## config.mk

```make
export PLATFORM = sky130hd
export DESIGN_NAME = pc_fetch_unit
export DESIGN_NICKNAME = d
export VERILOG_FILES = /design/src/rtl/pc_fetch_unit.sv
export SDC_FILE = /design/constraint.sdc
export NUM_CORES = 2
export LEC_CHECK = 0
export BUFFER_PORTS_ARGS = -buffer_cell sky130_fd_sc_hd__buf_2
export CAP_MARGIN = 10
export CELL_PAD_IN_SITES_DETAIL_PLACEMENT = 0
export CELL_PAD_IN_SITES_GLOBAL_PLACEMENT = 1
export CORE_MARGIN = 3
export CORE_UTILIZATION = 35
export DETAILED_ROUTE_END_ITERATION = 6
export PLACE_DENSITY_LB_ADDON = 0.3
export SLEW_MARGIN = 20
export SYNTH_ARGS = -nofsm -noshare
export SYNTH_HDL_FRONTEND = slang
export SYNTH_SLANG_ARGS = --single-unit
```

## constraint.sdc

```tcl
create_clock -name CLK -period 7.8 [get_ports CLK]
set_clock_uncertainty 0.1 [all_clocks]
set_input_delay 0.78 -clock CLK [delete_from_list [all_inputs] [get_ports CLK]]
set_output_delay 0.78 -clock CLK [all_outputs]
set_load 0.01 [all_outputs]
```

## src/rtl/pc_fetch_unit.sv

```systemverilog
// pc_fetch_unit: fetch-PC register with a direct-mapped branch target buffer.
// The BTB predicts the next fetch PC from CurrentPC, and is trained by the
// execute stage's resolution port. A mispredict redirects fetch (Flush) and
// overrides any stall.
module pc_fetch_unit #(
  parameter int unsigned       ADDR_W      = 64,
  parameter int unsigned       BTB_ENTRIES = 16,
  parameter int unsigned       INST_BYTES  = 4,
  parameter int unsigned       IMM_SHIFT   = 2,
  parameter logic [ADDR_W-1:0] RESET_PC    = '0
) (
  input  logic              CLK,
  input  logic              Reset_L,
  input  logic              Stall,
  output logic [ADDR_W-1:0] CurrentPC,
  output logic [ADDR_W-1:0] NextPC,
  output logic              PredTaken,
  input  logic              ResValid,
  input  logic [ADDR_W-1:0] ResPC,
  input  logic [ADDR_W-1:0] ResSignExtImm64,
  input  logic              ResBranch,
  input  logic              ResUncondbranch,
  input  logic              ResALUZero,
  input  logic              ResPredTaken,
  input  logic [ADDR_W-1:0] ResPredNextPC,
  output logic              Flush,
  output logic [31:0]       MispredictCount
);

  localparam int unsigned IDX_W   = (BTB_ENTRIES > 1) ? $clog2(BTB_ENTRIES) : 1;
  localparam int unsigned TAG_LSB = IMM_SHIFT + IDX_W;
  localparam int unsigned TAG_W   = ADDR_W - TAG_LSB;
  localparam logic [ADDR_W-1:0] INC = ADDR_W'(INST_BYTES);

  // Architectural state
  logic [ADDR_W-1:0] pc_q, pc_d;
  logic [31:0]       mispredict_cnt_q, mispredict_cnt_d;

  // Flattened BTB views, one slice driven by each entry below
  logic [BTB_ENTRIES-1:0]             valid_vec;
  logic [BTB_ENTRIES-1:0][1:0]        ctr_vec;
  logic [BTB_ENTRIES-1:0][TAG_W-1:0]  tag_vec;
  logic [BTB_ENTRIES-1:0][ADDR_W-1:0] tgt_vec;

  // Fetch-side lookup (sees pre-update BTB contents in an update cycle)
  logic [IDX_W-1:0] fetch_idx;
  logic [TAG_W-1:0] fetch_tag;
  logic             fetch_hit;

  assign fetch_idx = pc_q[IMM_SHIFT +: IDX_W];
  assign fetch_tag = pc_q[ADDR_W-1:TAG_LSB];
  assign fetch_hit = valid_vec[fetch_idx] && (tag_vec[fetch_idx] == fetch_tag);
  assign PredTaken = fetch_hit && ctr_vec[fetch_idx][1];
  assign NextPC    = PredTaken ? tgt_vec[fetch_idx] : pc_q + INC;
  assign CurrentPC = pc_q;

  // Resolution: actual outcome versus the prediction issued for ResPC
  logic [IDX_W-1:0]  res_idx;
  logic [TAG_W-1:0]  res_tag;
  logic              res_hit;
  logic              res_taken;
  logic [ADDR_W-1:0] res_target;
  logic [ADDR_W-1:0] res_correct;
  logic              mispredict;

  assign res_idx     = ResPC[IMM_SHIFT +: IDX_W];
  assign res_tag     = ResPC[ADDR_W-1:TAG_LSB];
  assign res_hit     = valid_vec[res_idx] && (tag_vec[res_idx] == res_tag);
  assign res_taken   = ResUncondbranch || (ResBranch && ResALUZero);
  assign res_target  = ResPC + (ResSignExtImm64 << IMM_SHIFT);
  assign res_correct = res_taken ? res_target : ResPC + INC;
  assign mispredict  = ResValid &&
                       ((ResPredTaken != res_taken) || (ResPredNextPC != res_correct));
  assign Flush       = mispredict;
  assign MispredictCount = mispredict_cnt_q;

  // BTB write controls for the entry addressed by ResPC
  logic       upd_en;      // valid/counter write
  logic       upd_valid;
  logic [1:0] upd_ctr;
  logic       upd_fields;  // tag/target write
  logic [1:0] cur_ctr;

  assign cur_ctr = ctr_vec[res_idx];

  // Decide the BTB update from hit/miss and branch kind
  always_comb begin
    upd_en     = 1'b0;
    upd_valid  = 1'b0;
    upd_ctr    = cur_ctr;
    upd_fields = 1'b0;
    if (ResValid) begin
      if (res_hit) begin
        if (ResUncondbranch) begin
          upd_en     = 1'b1;
          upd_valid  = 1'b1;
          upd_ctr    = 2'd3;
          upd_fields = 1'b1;
        end else if (ResBranch) begin
          upd_en     = 1'b1;
          upd_valid  = 1'b1;
          upd_fields = 1'b1;
          if (ResALUZero) upd_ctr = (cur_ctr == 2'd3) ? 2'd3 : cur_ctr + 2'd1;
          else            upd_ctr = (cur_ctr == 2'd0) ? 2'd0 : cur_ctr - 2'd1;
        end else begin
          // A non-branch hit means the entry aliases a different instruction
          upd_en    = 1'b1;
          upd_valid = 1'b0;
        end
      end else if (res_taken) begin
        upd_en     = 1'b1;
        upd_valid  = 1'b1;
        upd_ctr    = ResUncondbranch ? 2'd3 : 2'd2;
        upd_fields = 1'b1;
      end
    end
  end

  generate
    for (genvar gi = 0; gi < BTB_ENTRIES; gi++) begin : g_entry
      logic              sel;
      logic              valid_q;
      logic [1:0]        ctr_q;
      logic [TAG_W-1:0]  tag_q;
      logic [ADDR_W-1:0] tgt_q;

      assign sel = (res_idx == IDX_W'(gi));

      // Valid bit and 2-bit counter: cleared by reset, trained on resolution
      always_ff @(posedge CLK or negedge Reset_L) begin
        if (!Reset_L) begin
          valid_q <= 1'b0;
          ctr_q   <= 2'd0;
        end else if (upd_en && sel) begin
          valid_q <= upd_valid;
          ctr_q   <= upd_ctr;
        end
      end

      // Tag and target carry no reset; they are only meaningful when valid
      always_ff @(posedge CLK) begin
        if (upd_fields && sel) begin
          tag_q <= res_tag;
          tgt_q <= res_target;
        end
      end

      assign valid_vec[gi] = valid_q;
      assign ctr_vec[gi]   = ctr_q;
      assign tag_vec[gi]   = tag_q;
      assign tgt_vec[gi]   = tgt_q;
    end
  endgenerate

  // Next PC: redirect beats stall, stall beats prediction
  always_comb begin
    pc_d = NextPC;
    if (mispredict)  pc_d = res_correct;
    else if (Stall)  pc_d = pc_q;
  end

  // Saturating mispredict counter next value
  always_comb begin
    mispredict_cnt_d = mispredict_cnt_q;
    if (mispredict && (mispredict_cnt_q != 32'hFFFF_FFFF))
      mispredict_cnt_d = mispredict_cnt_q + 32'd1;
  end

  // Fetch PC and mispredict counter registers
  always_ff @(posedge CLK or negedge Reset_L) begin
    if (!Reset_L) begin
      pc_q             <= RESET_PC;
      mispredict_cnt_q <= 32'd0;
    end else begin
      pc_q             <= pc_d;
      mispredict_cnt_q <= mispredict_cnt_d;
    end
  end

endmodule

```

# Yosys cells after proc, flatten, opt, wreduce, memory -nomap -nowiden
# Index checks and enable logic that the tools add are counted.
# word_totals
ff_bits	2096
mem_count	0
out_inout_bits	162
mem_bits_ro	0
wordCells	172
ramBits	0
latch_bits	0
in_bits	200
# op_classes
add_sub_neg	6
mux	34
n_div	0
n_shift	0
n_lt_le_gt_ge	2
n_bitwise	0
n_reduce_logical	42
multipliers	0
n_eq_ne	22
# ops
operator	count
binary-select mux 58 bit (select 4 bit)	2
two-way mux 64 bit	5
binary-select mux 64 bit (select 4 bit)	1
adder 64 x 3 -> 64 bit (second input constant)	2
equality test 58 bit	2
two-way mux 58 bit	2
adder 64 bit	1
inequality test 64 bit	1
logical AND 1 bit	38
adder 32 x 1 -> 32 bit (second input constant)	1
equality test 4 bit (second input constant)	8
inequality test 32 bit (second input constant)	1
two-way mux 2 bit	10
binary-select mux 2 bit (select 4 bit)	2
equality test 4 x 3 -> 1 bit (second input constant)	4
< comparator 4 x 5 -> 1 bit (second input constant)	2
two-way mux 1 bit	10
binary-select mux 1 bit (select 4 bit)	2
equality test 4 x 2 -> 1 bit (second input constant)	2
equality test 4 x 1 -> 1 bit (second input constant)	1
zero test 4 bit	1
adder 2 x 1 -> 2 bit (second input constant)	1
equality test 2 bit (second input constant)	1
zero test 2 bit	1
other kinds (4)	5

# Longest topological paths before layout
# logic_depth
word_depth	9
mapped_depth	21
ltp_nobuf	17

# Worst setup path after synthesis
# Ideal clock, no wire load.
# synth_timing
path_kind	input port to flip-flop
from	in ResPC[2]
to	reg g_entry[15].tag_q[0], enable pin
n_path_buf	2
arrival_time_ns	8.960
stages	11
required_ns	7.093
setup_time_ns	0.607
setup_slack_ns	-1.866
cell_sequence	clkbuf_1 clkbuf_1 mux4_2 mux4_2 xnor2_1 nand4_1 nor4_1 nand4_1 a21boi_1 nand2_1 nor2_1
# synth_between
elab_chain_len	7
word_cells_on_any_way	10
cone_classes	2 x eq/ne; 6 x mux; 2 x reduce/logical
# synth_rtl
item	line	source
start, declared	19	input logic [ADDR_W-1:0] ResPC,
binary-select mux 58 bit (select 4 bit)	68	assign res_hit = valid_vec[res_idx] && (tag_vec[res_idx] == res_tag);
two-way mux 58 bit (not written as such)	68	
equality test 58 bit	68	
logical AND 1 bit	68	
two-way mux 1 bit	93	if (res_hit) begin
two-way mux 1 bit	92	if (ResValid) begin
logical AND 1 bit (*)	142	if (upd_fields && sel) begin
end signal, assigned	143	tag_q <= res_tag;
end, declared	124	logic [TAG_W-1:0] tag_q;
# Every way passes the cells marked *; elsewhere a longest branch is shown, timed or not. The select of a mux whose other input is x is not followed.
# A chain may end at the register's enable or synchronous reset.

# Final worst setup path
# layout_timing
from	reg pc_q[3], in the netlist CurrentPC[3]
to	out NextPC[63]
# layout_between
elab_chain_len	6
word_cells_on_any_way	13
cone_classes	1 x add/sub; 1 x eq/ne; 9 x mux; 2 x reduce/logical
# layout_rtl
item	line	source
start, declared	36	logic [ADDR_W-1:0] pc_q, pc_d;
start signal, assigned	175	pc_q <= pc_d;
parallel branches: the longest is 5 deep, another holds adder 64 x 3 -> 64 bit	n/a	
two-way mux 64 bit (*)	54	assign NextPC = PredTaken ? tgt_vec[fetch_idx] : pc_q + INC;
end, declared	16	output logic [ADDR_W-1:0] NextPC,
# Every way passes the cells marked *. The select of a mux whose other input is x is not followed.

==> summary.md <==
| Metric | Value |
|---|---|
| Status | complete, no violations |
| Crit start category | flop |
| Final hold vios | 0 |
| Async set-or-reset flop fraction in the synthesized netlist | 6.87% |
| Post-Syn Instances | between 5k and 6k |
| Starting Density | a little over a third |
| Netlist cell types | 103 |
| Clk sinks | ~2.1k |
| Most used DFF post-synth | edfxtp_1 |
| R2r setup slk | approximately 1.5 ns |
| CTS tree | done |
| Yosys reg bits | 2096 |
| Slew at the pin closest to its max-slew limit | between 1 and 1.5 ns |
| Final Critical Period | between 7 and 8 ns |
| Min-delay src | ResPC[57] |
| Setup WS pre-CTS | between 0.7 and 0.8 ns |
| Most used cell, CP | nand4_1 |
| CTS clk-pin slew, worst paths | approximately 0.060 ns |
| Antenna Nets Post-Route | 0 |
| CP cell instances | buf_12, and2_1, nand4_1, nor3_1, and2b_1, and3_1, nand4_1, nor2_1, and3_1, nand4_1, xor2_1, o21ai_0, buf_2 |
| CTS resizes | 0 |
| Die height | approximately 540 um |
| Placed insts | approximately 9.8k |
| Routed length per instance | 37.2 um |
| CP Data Arrival Time | between 6 and 7 ns |
| Req. time, crit path | 6.92 ns |
| Worst Path Max Fanout | 67 |
| Total number of vias | ~62k |
| Clk Latency, worst-skew pair | 0.92 ns |
| Synth top area cells | edfxtp_1 59%, mux4_2 20%, dfrtp_1 3.6% |
| Share of post-route cells with drive strength above 1 | between 30% and 40% |
| Gp weighted congestion | 0.953 |
| Non-Filler Instances | a little over 10k |
| Vias/cell | roughly 6 |
| Ys Warns | 0 |
| Initial antenna violation count | between 60 and 70 |
| Vias in the first global route | around 61k |
| Fill cell count | 25.3k |
| Initial drt markers | between 8k and 9k |
| Row Count | roughly 200 |
| RSZ-0062 raised after global routing | no |
| GRT overflow | 0 |
| Clock buffer depth | 4 |
| Stages on the worst setup path | 13 |
| Post-synthesis average cell area | around 18 um2 |
| Max-cap violations | 0 |
| Routed WL | 381000 um |
| Sequential share of the synthesized area | a little over three fifths |
| Crit path buffers/inverters | 2 |
| Post-Syn Nets | between 5k and 6k |
| CTS Buf Count | between 200 and 250 |
| Max-slew violations | 0 |
| Setup crit start | CurrentPC[3] |
| Total die area | roughly 300000 um2 |
| Max Clock Freq | ~130 MHz |
| Nets | 6557 |
| Slew HR | ~17% |
| Hold Crit Depth | 1 |
| Fin crit share | a little over nine tenths |
| Critical path's top delay family | simple AND/OR/NAND/NOR gates |
| Crit path largest cell delay | about 1.0 ns |
| CP max stage cell | dfrtp_4 |
| Leak pwr | ~38 nW |
| Core Area | between 200000 and 300000 um2 |
| Residual DRC count | 0 |
| I/O Pins | ~360 |
| Number of port buffers | ~360 |
| Total Routing Usage GR | 25.6% |
| EDFF count, synth | a little under 2k |
| Clock root buffer | clkbuf_16 |
| P per Cell Area | 269 nW/um2 |
| Hold WC Path Type | input pin to flop |
| Largest net degree at the start of global routing | about 110 |
| Synth top area share | 58.8% |
| Mapped Area | about 100000 um2 |
| Htree depth | 4 |
| Die width | around 540 um |
| R2R Path Start | CurrentPC[3] |
| Area Overhead vs Synth | 16.3% |
| CP endpoint kind | output port |
| Endpoints failing setup | 0 |
| First-pass GRT wire length | roughly 520000 um |
| Detailed placement HPWL | around 270000 um |
| 1st-pass router iterations | 6 |
| Peak supply drop | approximately 240 uV |
| CP Class | flop to output port |
| Worst-case reg-to-reg path depth | 14 |
| Final WS setup | 0.376 ns |
| Yosys top cell by area | edfxtp_1 |
state kept, by name (all words and copies together), names as in the netlist:
name and count:
g_entry.tag_q 928, CurrentPC 64, g_entry.ctr_q 32, MispredictCount 32, g_entry.valid_q 16, g_entry.tgt_q 1024
path summary, 6_finish.rpt:
kind                                               to
worst min register to register     MispredictCount[5]
max in group asynchronous                CurrentPC[2]
worst max-delay path                       NextPC[63]
min in group asynchronous         MispredictCount[27]
worst min-delay path            g_entry[12].tag_q[51]
worst max register to register          CurrentPC[32]
layer usage:
metal / GRT usage (%) / vias up / wire length [um]
met2: 39.4 / 3369 / 175000
met1: 35.5 / 33600 / 153000
met5: 0 / - / 148
met3: 5.42 / 616 / 36100
met4: 10.2 / 20 / 17100
li1: - / 24800 / -
kinds of logic (layout without fill, tap and decap cells):
family                     count (synthesis)  in the layout  share of synthesized area (%)
AOI/OAI and AO/OA                        619            619                           4.00
xor gates and xnor gates                 350            350                           3.07
adders and majority gates                 69             69                          0.871
buffers and inverters                    419           1187                           1.94
DFF                                     2096           2096                           62.4
muxes                                   1110           1110                           22.4
other                                      0             36                              0
and+or+nand+nor                         1032           1032                           5.26
power by group:
group	switching (mW)	total [mW]	internal, mW
logic	4.52	7.44	2.92
registers	0.561	13.5	12.9
clock network	4.40	10.3	5.87
cell usage in the layout (no fill, tap or decap), drive strengths merged, types with 17 or more instances in the layout:
cell,netlist,layout
mux4,893,893
and4,17,17
diode,0,36
clkbuf,182,293
dfrtp,144,144
mux2i,155,155
nand2b,17,17
nor2,181,181
xnor2,253,253
clkinv,0,73
ha,67,67
buf,179,733
o21a,20,20
nand4,129,129
and2,25,25
mux2,62,62
a21oi,145,145
inv,58,62
nand2,304,304
o21ai,215,215
nor4,34,34
nand3,126,126
xor2,97,97
o22ai,27,27
and3,55,55
a211oi,19,19
edfxtp,1952,1952
nor3,75,75
bufinv,0,18
stage by stage:
step                      hold slack, ns  area, um2  total power [mW]  setup TNS (ns)  util, %
after floorplan                    0.367      99700              17.7        -3368.91        -
after global placement             0.372     109000              21.0               0     38.5
after detailed placement           0.380     109000              21.1               0     38.5
after CTS                          0.196     116000              31.3               0     41.0
after global routing               0.229     116000              32.1               0     41.0
final                              0.267     116000              31.2               0     41.0
synthesized netlist by cell type (all sizes together) (15+ instances only):
| master | instances |
|---|---|
| a211oi | 19 |
| a21oi | 145 |
| a31oi | 15 |
| and2 | 25 |
| and3 | 55 |
| and4 | 17 |
| buf | 179 |
| clkbuf | 182 |
| dfrtp | 144 |
| edfxtp | 1952 |
| ha | 67 |
| inv | 58 |
| mux2 | 62 |
| mux2i | 155 |
| mux4 | 893 |
| nand2 | 304 |
| nand2b | 17 |
| nand3 | 126 |
| nand4 | 129 |
| nor2 | 181 |
| nor3 | 75 |
| nor4 | 34 |
| o211ai | 16 |
| o21a | 20 |
| o21ai | 215 |
| o22ai | 27 |
| xnor2 | 253 |
| xor2 | 97 |
repair_timing:
action	CTS	global route
buffers inserted	0	1
hold buffers	1	0
endpoints found under the hold margin	70	0
endpoints found under the setup margin	0	1
cell type report:
type	instances	area, um2	share of cell area, %
antenna	36	90.1	0.0777
multi-input combinational	3180	35800	30.8
clock inverter	102	1010	0.875
timing repair buffer	734	6080	5.24
sequential	2096	62200	53.7
tap	3743	4680	4.04
clock buffer	293	5880	5.07
inverter	58	220	0.190
Note: power is estimated with default switching activity, not from simulation.
